### src/rtl/dac_streamer_pkg.sv
// Shared types and constants for the DAC sample streamer.
// No logic; imported by the FIFO and the top level.
// No handshakes live here.
package dac_streamer_pkg;

    typedef enum logic [1:0] {
        IDLE,
        WAIT_INIT,
        PRIME,
        RUN
    } state_t;

    localparam logic [3:0] IAGC_STATUS_RESET = 4'b0000;

    // Address bits needed for a power-of-two FIFO; pointers carry one extra wrap bit.
    function automatic int ptr_width(input int depth);
        return $clog2(depth);
    endfunction

endpackage

### src/rtl/dac_sample_fifo.sv
// Synchronous sample-pair FIFO with wrap-bit pointers and a synchronous flush.
// Latency: a pushed entry is readable the cycle after the push; read data is the head, combinationally.
// Backpressure: push is ignored when full, pop ignored when empty; flush wins over both.
module dac_sample_fifo
    import dac_streamer_pkg::*;
#(
    parameter int WIDTH = 28,
    parameter int DEPTH = 16
) (
    input  logic                        clk,
    input  logic                        rst_n,
    input  logic                        flush,
    input  logic                        push,
    input  logic [WIDTH-1:0]            wdata,
    input  logic                        pop,
    output logic [WIDTH-1:0]            rdata,
    output logic                        full,
    output logic                        empty,
    output logic [ptr_width(DEPTH):0]   level
);

    localparam int AW = ptr_width(DEPTH);

    logic [WIDTH-1:0] mem [DEPTH];
    logic [AW:0]      wptr;
    logic [AW:0]      rptr;
    logic             do_push;
    logic             do_pop;

    assign do_push = push & ~full & ~flush;
    assign do_pop  = pop & ~empty & ~flush;

    always_ff @(posedge clk or negedge rst_n) begin
        if (!rst_n) begin
            wptr <= '0;
            rptr <= '0;
        end else if (flush) begin
            wptr <= '0;
            rptr <= '0;
        end else begin
            if (do_push) wptr <= wptr + (AW+1)'(1);
            if (do_pop)  rptr <= rptr + (AW+1)'(1);
        end
    end

    always_ff @(posedge clk) begin
        if (do_push) mem[wptr[AW-1:0]] <= wdata;
    end

    assign rdata = mem[rptr[AW-1:0]];
    assign level = wptr - rptr;
    assign empty = (wptr == rptr);
    // Same slot but different lap means every entry is occupied.
    assign full  = (wptr[AW] != rptr[AW]) && (wptr[AW-1:0] == rptr[AW-1:0]);

endmodule

### src/rtl/dac_sample_streamer.sv
// Buffers two-channel DAC samples and issues them to the Zmod DAC controller at a programmable rate.
// Latency: a popped pair appears on o_dac_data_* one cycle after its rate tick.
// Backpressure: o_sample_ready drops when the FIFO is full or the stream is idle.
module dac_sample_streamer
    import dac_streamer_pkg::*;
#(
    parameter int ZMOD_DATA_SIZE   = 14,
    parameter int IAGC_STATUS_SIZE = 4,
    parameter int FIFO_DEPTH       = 16,
    parameter int RATE_DIV_SIZE    = 16
) (
    input  logic                              i_sys_clock,
    input  logic                              i_reset_n,
    input  logic [IAGC_STATUS_SIZE-1:0]       i_iagc_status,
    input  logic                              i_dac_init_done,
    input  logic [RATE_DIV_SIZE-1:0]          i_rate_div,
    input  logic [ZMOD_DATA_SIZE-1:0]         i_sample_ch1,
    input  logic [ZMOD_DATA_SIZE-1:0]         i_sample_ch2,
    input  logic                              i_sample_valid,
    output logic                              o_sample_ready,
    output logic [ZMOD_DATA_SIZE-1:0]         o_dac_data_ch1,
    output logic [ZMOD_DATA_SIZE-1:0]         o_dac_data_ch2,
    output logic                              o_dac_data_valid,
    output logic                              o_dac_enable,
    output logic                              o_underrun,
    output logic [ptr_width(FIFO_DEPTH):0]    o_fifo_level
);

    localparam int LW = ptr_width(FIFO_DEPTH) + 1;
    localparam int PW = 2 * ZMOD_DATA_SIZE;
    localparam logic [LW-1:0] PRIME_LEVEL = LW'(FIFO_DEPTH / 2);

    state_t                   state;
    state_t                   state_nxt;
    logic [RATE_DIV_SIZE-1:0] rate_cnt;
    logic                     stream_off;
    logic                     tick;
    logic                     push;
    logic                     pop;
    logic                     fifo_full;
    logic                     fifo_empty;
    logic [PW-1:0]            fifo_rdata;

    assign stream_off = (i_iagc_status == IAGC_STATUS_SIZE'(IAGC_STATUS_RESET));
    assign push       = i_sample_valid & o_sample_ready;
    assign pop        = tick & ~fifo_empty;

    always_ff @(posedge i_sys_clock or negedge i_reset_n) begin
        if (!i_reset_n) state <= IDLE;
        else            state <= state_nxt;
    end

    always_comb begin
        state_nxt = state;
        if (stream_off) begin
            state_nxt = IDLE;
        end else begin
            case (state)
                IDLE:      state_nxt = WAIT_INIT;
                WAIT_INIT: if (i_dac_init_done) state_nxt = PRIME;
                PRIME: begin
                    if (!i_dac_init_done)                state_nxt = WAIT_INIT;
                    else if (o_fifo_level >= PRIME_LEVEL) state_nxt = RUN;
                end
                RUN: begin
                    if (!i_dac_init_done)        state_nxt = WAIT_INIT;
                    else if (tick && fifo_empty) state_nxt = PRIME;
                end
                default:   state_nxt = IDLE;
            endcase
        end
    end

    // Ticks are suppressed on the cycle the stream is leaving RUN so nothing is popped on the way out.
    always_comb begin
        o_dac_enable   = (state == RUN);
        o_sample_ready = (state != IDLE) && !fifo_full;
        tick           = (state == RUN) && (rate_cnt == '0) && i_dac_init_done && !stream_off;
    end

    always_ff @(posedge i_sys_clock or negedge i_reset_n) begin
        if (!i_reset_n)           rate_cnt <= '0;
        else if (state != RUN)    rate_cnt <= i_rate_div;
        else if (rate_cnt == '0)  rate_cnt <= i_rate_div;
        else                      rate_cnt <= rate_cnt - RATE_DIV_SIZE'(1);
    end

    always_ff @(posedge i_sys_clock or negedge i_reset_n) begin
        if (!i_reset_n) begin
            o_dac_data_ch1   <= '0;
            o_dac_data_ch2   <= '0;
            o_dac_data_valid <= 1'b0;
            o_underrun       <= 1'b0;
        end else if (stream_off) begin
            o_dac_data_ch1   <= '0;
            o_dac_data_ch2   <= '0;
            o_dac_data_valid <= 1'b0;
            o_underrun       <= 1'b0;
        end else begin
            o_dac_data_valid <= pop;
            if (pop) {o_dac_data_ch1, o_dac_data_ch2} <= fifo_rdata;
            if (tick && fifo_empty) o_underrun <= 1'b1;
        end
    end

    dac_sample_fifo #(
        .WIDTH (PW),
        .DEPTH (FIFO_DEPTH)
    ) u_fifo (
        .clk   (i_sys_clock),
        .rst_n (i_reset_n),
        .flush (stream_off || (state == IDLE)),
        .push  (push),
        .wdata ({i_sample_ch1, i_sample_ch2}),
        .pop   (pop),
        .rdata (fifo_rdata),
        .full  (fifo_full),
        .empty (fifo_empty),
        .level (o_fifo_level)
    );

endmodule

### config.mk
export PLATFORM = sky130hd
export DESIGN_NAME = dac_sample_streamer
export DESIGN_NICKNAME = d
export VERILOG_FILES = /design/src/rtl/dac_streamer_pkg.sv /design/src/rtl/dac_sample_fifo.sv /design/src/rtl/dac_sample_streamer.sv
export SDC_FILE = /design/constraint.sdc
export NUM_CORES = 1
export LEC_CHECK = 0
export ABC_AREA = 1
export BUFFER_PORTS_ARGS = -buffer_cell sky130_fd_sc_hd__buf_2
export CAP_MARGIN = 20
export CORE_MARGIN = 5
export CORE_UTILIZATION = 45
export CTS_CLUSTER_DIAMETER = 150
export DETAILED_ROUTE_END_ITERATION = 8
export SYNTH_ARGS = -nofsm -noshare
export SYNTH_HDL_FRONTEND = slang
export SYNTH_HIERARCHICAL = 1
export SYNTH_SLANG_ARGS = --single-unit
### constraint.sdc
create_clock -name i_sys_clock -period 12.46 [get_ports i_sys_clock]
set_input_delay 1.869 -clock i_sys_clock [delete_from_list [all_inputs] [get_ports i_sys_clock]]
set_output_delay 1.869 -clock i_sys_clock [all_outputs]
set_load 0.05 [all_outputs]
==> results.cfg, run 1 <==
[floorplan]
die_area_mm2 = 0.05573
row_count = 82
start_util_pct = 45.65
top_level_ports = 89
die_x_um = 236.1
die_h_um = 236.1
core-area_mm2 = 0.05038

[cts]
clockRootBuffer = clkbuf_16
clk_pin_slew_ps = 60
cts_setup_buffers = 0
postCtsHoldBufs = 0
ctsResizeCount = 0
numClockSinks = 506
insertion_delay_ps = 590
htree_levels = 2
cts_tree = built
cts_buffers = 53
clock_path_buffers = 3

[timing]
drv_slew = 0
rsz0062_at_grt = false
setup-tns-final_ps = 0
hold_ws_ps = 481.1
fin_crit_ps = 4942
max_slew_margin_pct = 31.37
skew_ps = 14.87
period_share_pct = 39.66
tightest_slew_ps = 1027
final_hold_viol_count = 0
fmax_mhz = 202.3
setup_viol = 0

[place]
portBuffers = 88
post-dp-hpwl_mm = 34.52
placed_area_mm2 = 0.02391
globalplace.congestion = 0.8498

[power_and_ir_drop]
clkPwrFrac_pct = 38.7
vdd_drop_max_uv = 105.2
p_sw_w = 0.0009473
power-per-cell-area_mw_per_mm2 = 147.5
switching_share_pct = 25.14
seq_power_share_pct = 51.6
power_frac_comb_pct = 9.7
p_int_w = 0.002821
p_leak_nw = 11.60

[synthesis]
async_flop_share_pct = 11.46
synth_cells = 2380
yosysSeqAreaShare_pct = 64.81
synth_flop_cell = edfxtp_1
yosysMostFrequentCell = nand2_1
ys_ff_latch = 506
synthTopCellsByArea = edfxtp_1 (58%), nand2_1 (13%), inv_1 (7.6%), nand3_1 (7.5%), dfrtp_1 (6.3%)
yosysTopAreaCellShare_pct = 58.50
synth.distinct_cells = 35
postSynthAreaPerCell_um2 = 9.663
yosysTopAreaCell = edfxtp_1
yosysWarnings = 6
synth_top_family_by_area = simple AND/OR/NAND/NOR gates
synth_xor_area_share_pct = 0.5332
synthAdderAreaFrac_pct = 0.6855
synthSimpleGateAreaFrac_pct = 23.16
synthTopCellsByCount = nand2_1 (796), inv_1 (468), edfxtp_1 (448)
synth_edf_count = 448
synthMuxAreaShare_pct = 0
syn_area_mm2 = 0.02300
synth-compound-area-share_pct = 0.5604
synthesis.nets = 2444

[setup_path]
worstReg2RegEnd = u_fifo/mem[4][1]$_DFFE_PP_
arrival_ps = 3070
end_kind = primary output
timing.rr.start = u_fifo/rptr[1]$_DFFE_PN0P_
worst-setup-path-type = flop to primary output
cp.required_ps = 10590
r2r_slack_ps = 7990
ff2ff_path_depth = 11
crit_fanout = 59
critPathLaunchType = flop

[outcome]
status = finished, final reports clean

[min_path]
holdPathEnd = rate_cnt[0]$_DFF_PN0_
holdCritPathClass = flop to flop
min_from = rate_cnt[0]$_DFF_PN0_
holdPathStages = 1

[layout]
areaGrowthSynthToFinish_pct = 11.08
drive_above_1_share_pct = 8.929
final_nets = 2497
diodes = 0
final_area_mm2 = 0.02555
fill_cells = 4541

[routing]
routedWlPerCell_um = 17.91
ant_nets = 0
drt_first_pass_iters = 6
drcViolationCount = 0
vias = 15620
vias_per_cell = 4.963
drtIter0Drc = 1353
wl_mm = 56.36

[global_routing]
grt_pass1_vias = 14810
grt_pass1_wl_mm = 86.57
met3_usage_pct = 4.287
gr-total-overflow = 0
track_usage_pct = 19.84
grt_start_max_net_pins = 125
met1_usage_pct = 29.39
busiest_layer = met2
use_met2_pct = 29.94
antenna_found_initial = 1

[run]
drv_cap = 0
-- metrics by stage --
stage                     setup WS (ps)  power (W)  cells  utilization (%)
after floorplan                    7102   0.002210   2380                -
after global placement             7915   0.002337   3048            47.46
after detailed placement           7823   0.002341   3048            47.46
after CTS                          7438   0.003804   3145            50.60
after global routing               7307   0.003921   3147            50.71
final                              7518   0.003768   3147            50.71
-- placed cells by master (no fill, tap or decap), types with 14 or more instances in the layout --
| cell | n |
|---|---|
| nand2_1 | 796 |
| inv_1 | 468 |
| edfxtp_1 | 448 |
| nand3_1 | 345 |
| buf_2 | 88 |
| dfrtp_1 | 56 |
| clkbuf_16 | 55 |
| nor2_1 | 44 |
| nand4_1 | 17 |
| clkbuf_1 | 16 |
| nor2_4 | 15 |
| clkinv_2 | 15 |
| buf_4 | 14 |
-- logic make-up after synthesis --
family	Yosys count
XOR/XNOR	14
AO/OA/AOI/OAI	23
flip-flops	506
buffers and inverters	579
AND/OR/NAND/NOR	1246
adder cells (fa/ha/maj)	12
-- registers in the layout (all words and copies together) (netlist names) --
register,cells
o_dac_data_ch2,14
rate_cnt,16
u_fifo/mem,448
o_dac_data_valid,1
u_fifo/rptr,5
u_fifo/wptr,5
o_dac_data_ch1,14
state,2
o_underrun,1
-- metal layers --
metal / routed length [um] / up-vias
met1: 26230 / 7402
met5: 14 / -
li1: - / 7626
met2: 24800 / 511
met4: 1110 / 2
met3: 4210 / 77
-- how the worst max path moves through the flow --
stage                               start                    endpoint  slack [ps]  depth (start not counted)
6_report       u_fifo/rptr[1]$_DFFE_PN0P_             o_fifo_level[4]        7520                          6
5_1_grt        u_fifo/rptr[1]$_DFFE_PN0P_             o_fifo_level[4]        7310                          6
4_1_cts        u_fifo/rptr[1]$_DFFE_PN0P_             o_fifo_level[4]        7440                          6
3_5_place_dp             i_iagc_status[1]  u_fifo/mem[4][2]$_DFFE_PP_        7820                          7
3_3_place_gp             i_iagc_status[1]  u_fifo/mem[4][8]$_DFFE_PP_        7920                          7
2_1_floorplan            i_iagc_status[1]  u_fifo/mem[1][0]$_DFFE_PP_        7100                          8
-- worst max-delay path, cell delays in order, from the launching register on --
cell and delay [ps]:
dfrtp_4 860, inv_4 430, fa_1 560, nand3_1 90, nand2_1 70, xor2_1 170, buf_2 300
-- power groups by stage --
stage	clock network, W	logic (W)	registers, W
6_report	0.00146	0.000365	0.00194
5_1_grt	0.00157	0.000406	0.00195
4_1_cts	0.00149	0.000366	0.00194
3_5_place_dp	0	0.000363	0.00198
3_3_place_gp	0	0.000360	0.00198
2_1_floorplan	0	0.000237	0.00197
-- final cells by class --
type | count | area [um^2] | area share, %
clock buffer | 71 | 1436 | 5.623
clock inverter | 26 | 147.6 | 0.5780
inverter | 473 | 1783 | 6.979
multi-input combinational | 1295 | 5826 | 22.80
sequential | 506 | 14910 | 58.37
tap | 672 | 840.8 | 3.291
timing repair buffer | 104 | 600.6 | 2.351
No activity file was read; power rests on OpenSTA's default activity.
==> run 2, diff against run 1 <==
clock period = 4.3 ns   (was 12.46 ns; I/O delays follow)
==> results.cfg, run 2 (synthesized netlist as in run 1, its figures left out) <==
[timing]
setup_viol = 0
final_hold_viol_count = 0
tightest_slew_ps = 1051
drv_slew = 0
fmax_mhz = 271.9
max_slew_margin_pct = 29.90
setup-tns-final_ps = 0
rsz0062_at_grt = false
period_share_pct = 85.53
skew_ps = 22.48
fin_crit_ps = 3678

[routing]
vias_per_cell = 4.993
routedWlPerCell_um = 17.95
drtIter0Drc = 1219
ant_nets = 0
drt_first_pass_iters = 5
wl_mm = 56.74
drcViolationCount = 0
vias = 15780

[layout]
fill_cells = 4532
diodes = 0
final_common_cell = nand2_1
drive_above_1_share_pct = 9.646
multi_input_area_mm2 = 0.005826
regArea_mm2 = 0.01491
areaGrowthSynthToFinish_pct = 12.74
final_nets = 2512
layout_common_cells = nand2_1 (796), inv_1 (468), edfxtp_1 (448)
largest_reg_flops = 448
stdcell_count = 3160
final_area_mm2 = 0.02593

[run]
drv_cap = 0

[global_routing]
grt_pass1_vias = 15280
track_usage_pct = 20.08
antenna_found_initial = 1
grt_start_max_net_pins = 132
grt_pass1_wl_mm = 87.78
gr-total-overflow = 0

[power_and_ir_drop]
power-per-cell-area_mw_per_mm2 = 434.4
vdd_drop_max_uv = 267.7
p_leak_nw = 11.76
total_power_w = 0.01126

[setup_path]
worst-setup-path-type = flop to flop
cp.required_ps = 4510
crit_fanout = 30
path_buf_inv = 3
critPathLaunchType = flop
crit_top_cell = nand2_4
arrival_ps = 3880
worst_path_dominant_cell_family = simple AND/OR/NAND/NOR gates
slowest_stage = nor2_4
r2r_slack_ps = 620
crit_chain = inv_4, ha_1, nand2_1, nor2_2, nand2_2, inv_1, nor3b_1, nand2_4, inv_2, nand2_4, nor2_4
slowest_delay_ps = 820
end_kind = flop

[floorplan]
die_h_um = 236.1
row_count = 82
die_x_um = 236.1
core-area_mm2 = 0.05038
top_level_ports = 89
start_util_pct = 45.65
die_area_mm2 = 0.05573

[cts]
cts_tree = built
numClockSinks = 506
ctsResizeCount = 0
htree_levels = 2
clock_path_buffers = 3
insertion_delay_ps = 600
cts_setup_buffers = 0
cts_buffers = 53
postCtsHoldBufs = 0
clk_pin_slew_ps = 60
clockRootBuffer = clkbuf_16

[place]
post-dp-hpwl_mm = 35.24
portBuffers = 88
place_inst = 3064
globalplace.congestion = 0.8732
placed_area_mm2 = 0.02418

[outcome]
status = finished, final reports clean

[min_path]
holdCritPathClass = input pin to async pin
[run 2: changes by cell type in the layout (fill, tap and decap cells not counted), moves of 2 or more]
cell        before  now
buf_12           0   11
buf_4           14   18
bufinv_16        1    6
clkbuf_1        16    8
clkinv_1         9   11
clkinv_2        15    8
clkinvlp_4       0    2
[run 2: path summary, 6_finish.rpt]
kind | from | to | cells past startpoint
min in group i_sys_clock | i_rate_div[0] | rate_cnt[0]$_DFF_PN0_ | 3
setup reg to reg | u_fifo/rptr[1]$_DFFE_PN0P_ | u_fifo/mem[11][9]$_DFFE_PP_ | 11
hold / removal | i_reset_n | o_dac_data_ch2[2]$_DFFE_PN0P_ | 1
max in group asynchronous | i_reset_n | rate_cnt[8]$_DFF_PN0_ | 2
setup / recovery | u_fifo/rptr[1]$_DFFE_PN0P_ | u_fifo/mem[11][9]$_DFFE_PP_ | 11
hold reg to reg | rate_cnt[0]$_DFF_PN0_ | rate_cnt[0]$_DFF_PN0_ | 1
[run 2: final cells by class]
class	count	area share, %
Clock inverter	31	1.192
Tap cell	672	3.243
Timing Repair Buffer	119	3.233
Sequential cell	506	57.51
Inverter	473	6.876
Multi-Input combinational cell	1295	22.47
Clock buffer	64	5.477
[run 2: metrics by stage]
| step | utilization [%] | hold slack, ps | setup slack, ps |
|---|---|---|---|
| after floorplan | - | 349.4 | -177.9 |
| after global placement | 47.91 | 463.8 | 778.6 |
| after detailed placement | 48.00 | 467.2 | 712.6 |
| after CTS | 51.43 | 169.6 | 680.5 |
| after global routing | 51.47 | 255.2 | 430.0 |
| final | 51.47 | 189.3 | 622.2 |
[run 2: report_power, final]
group | internal [W] | total [W] | switching (W)
registers | 0.00554 | 0.00564 | 0.0000955
logic | 0.000257 | 0.00107 | 0.000812
clock network | 0.00270 | 0.00456 | 0.00186
total | 0.00850 | 0.0113 | 0.00276
[run 2: per-layer routing]
layer / part of all wire, % / track usage, %
met2: 47 / 32.58
met4: 2.7 / 6.633
met5: 0 / 0
met3: 6.9 / 3.434
met1: 43 / 27.74
[run 2: worst reg2reg max path: stages (launching register included)]
cell	delay, ps
dfrtp_4	640
inv_4	50
ha_1	290
nand2_1	100
nor2_2	50
nand2_2	120
inv_1	70
nor3b_1	570
nand2_4	190
inv_2	130
nand2_4	210
nor2_4	830
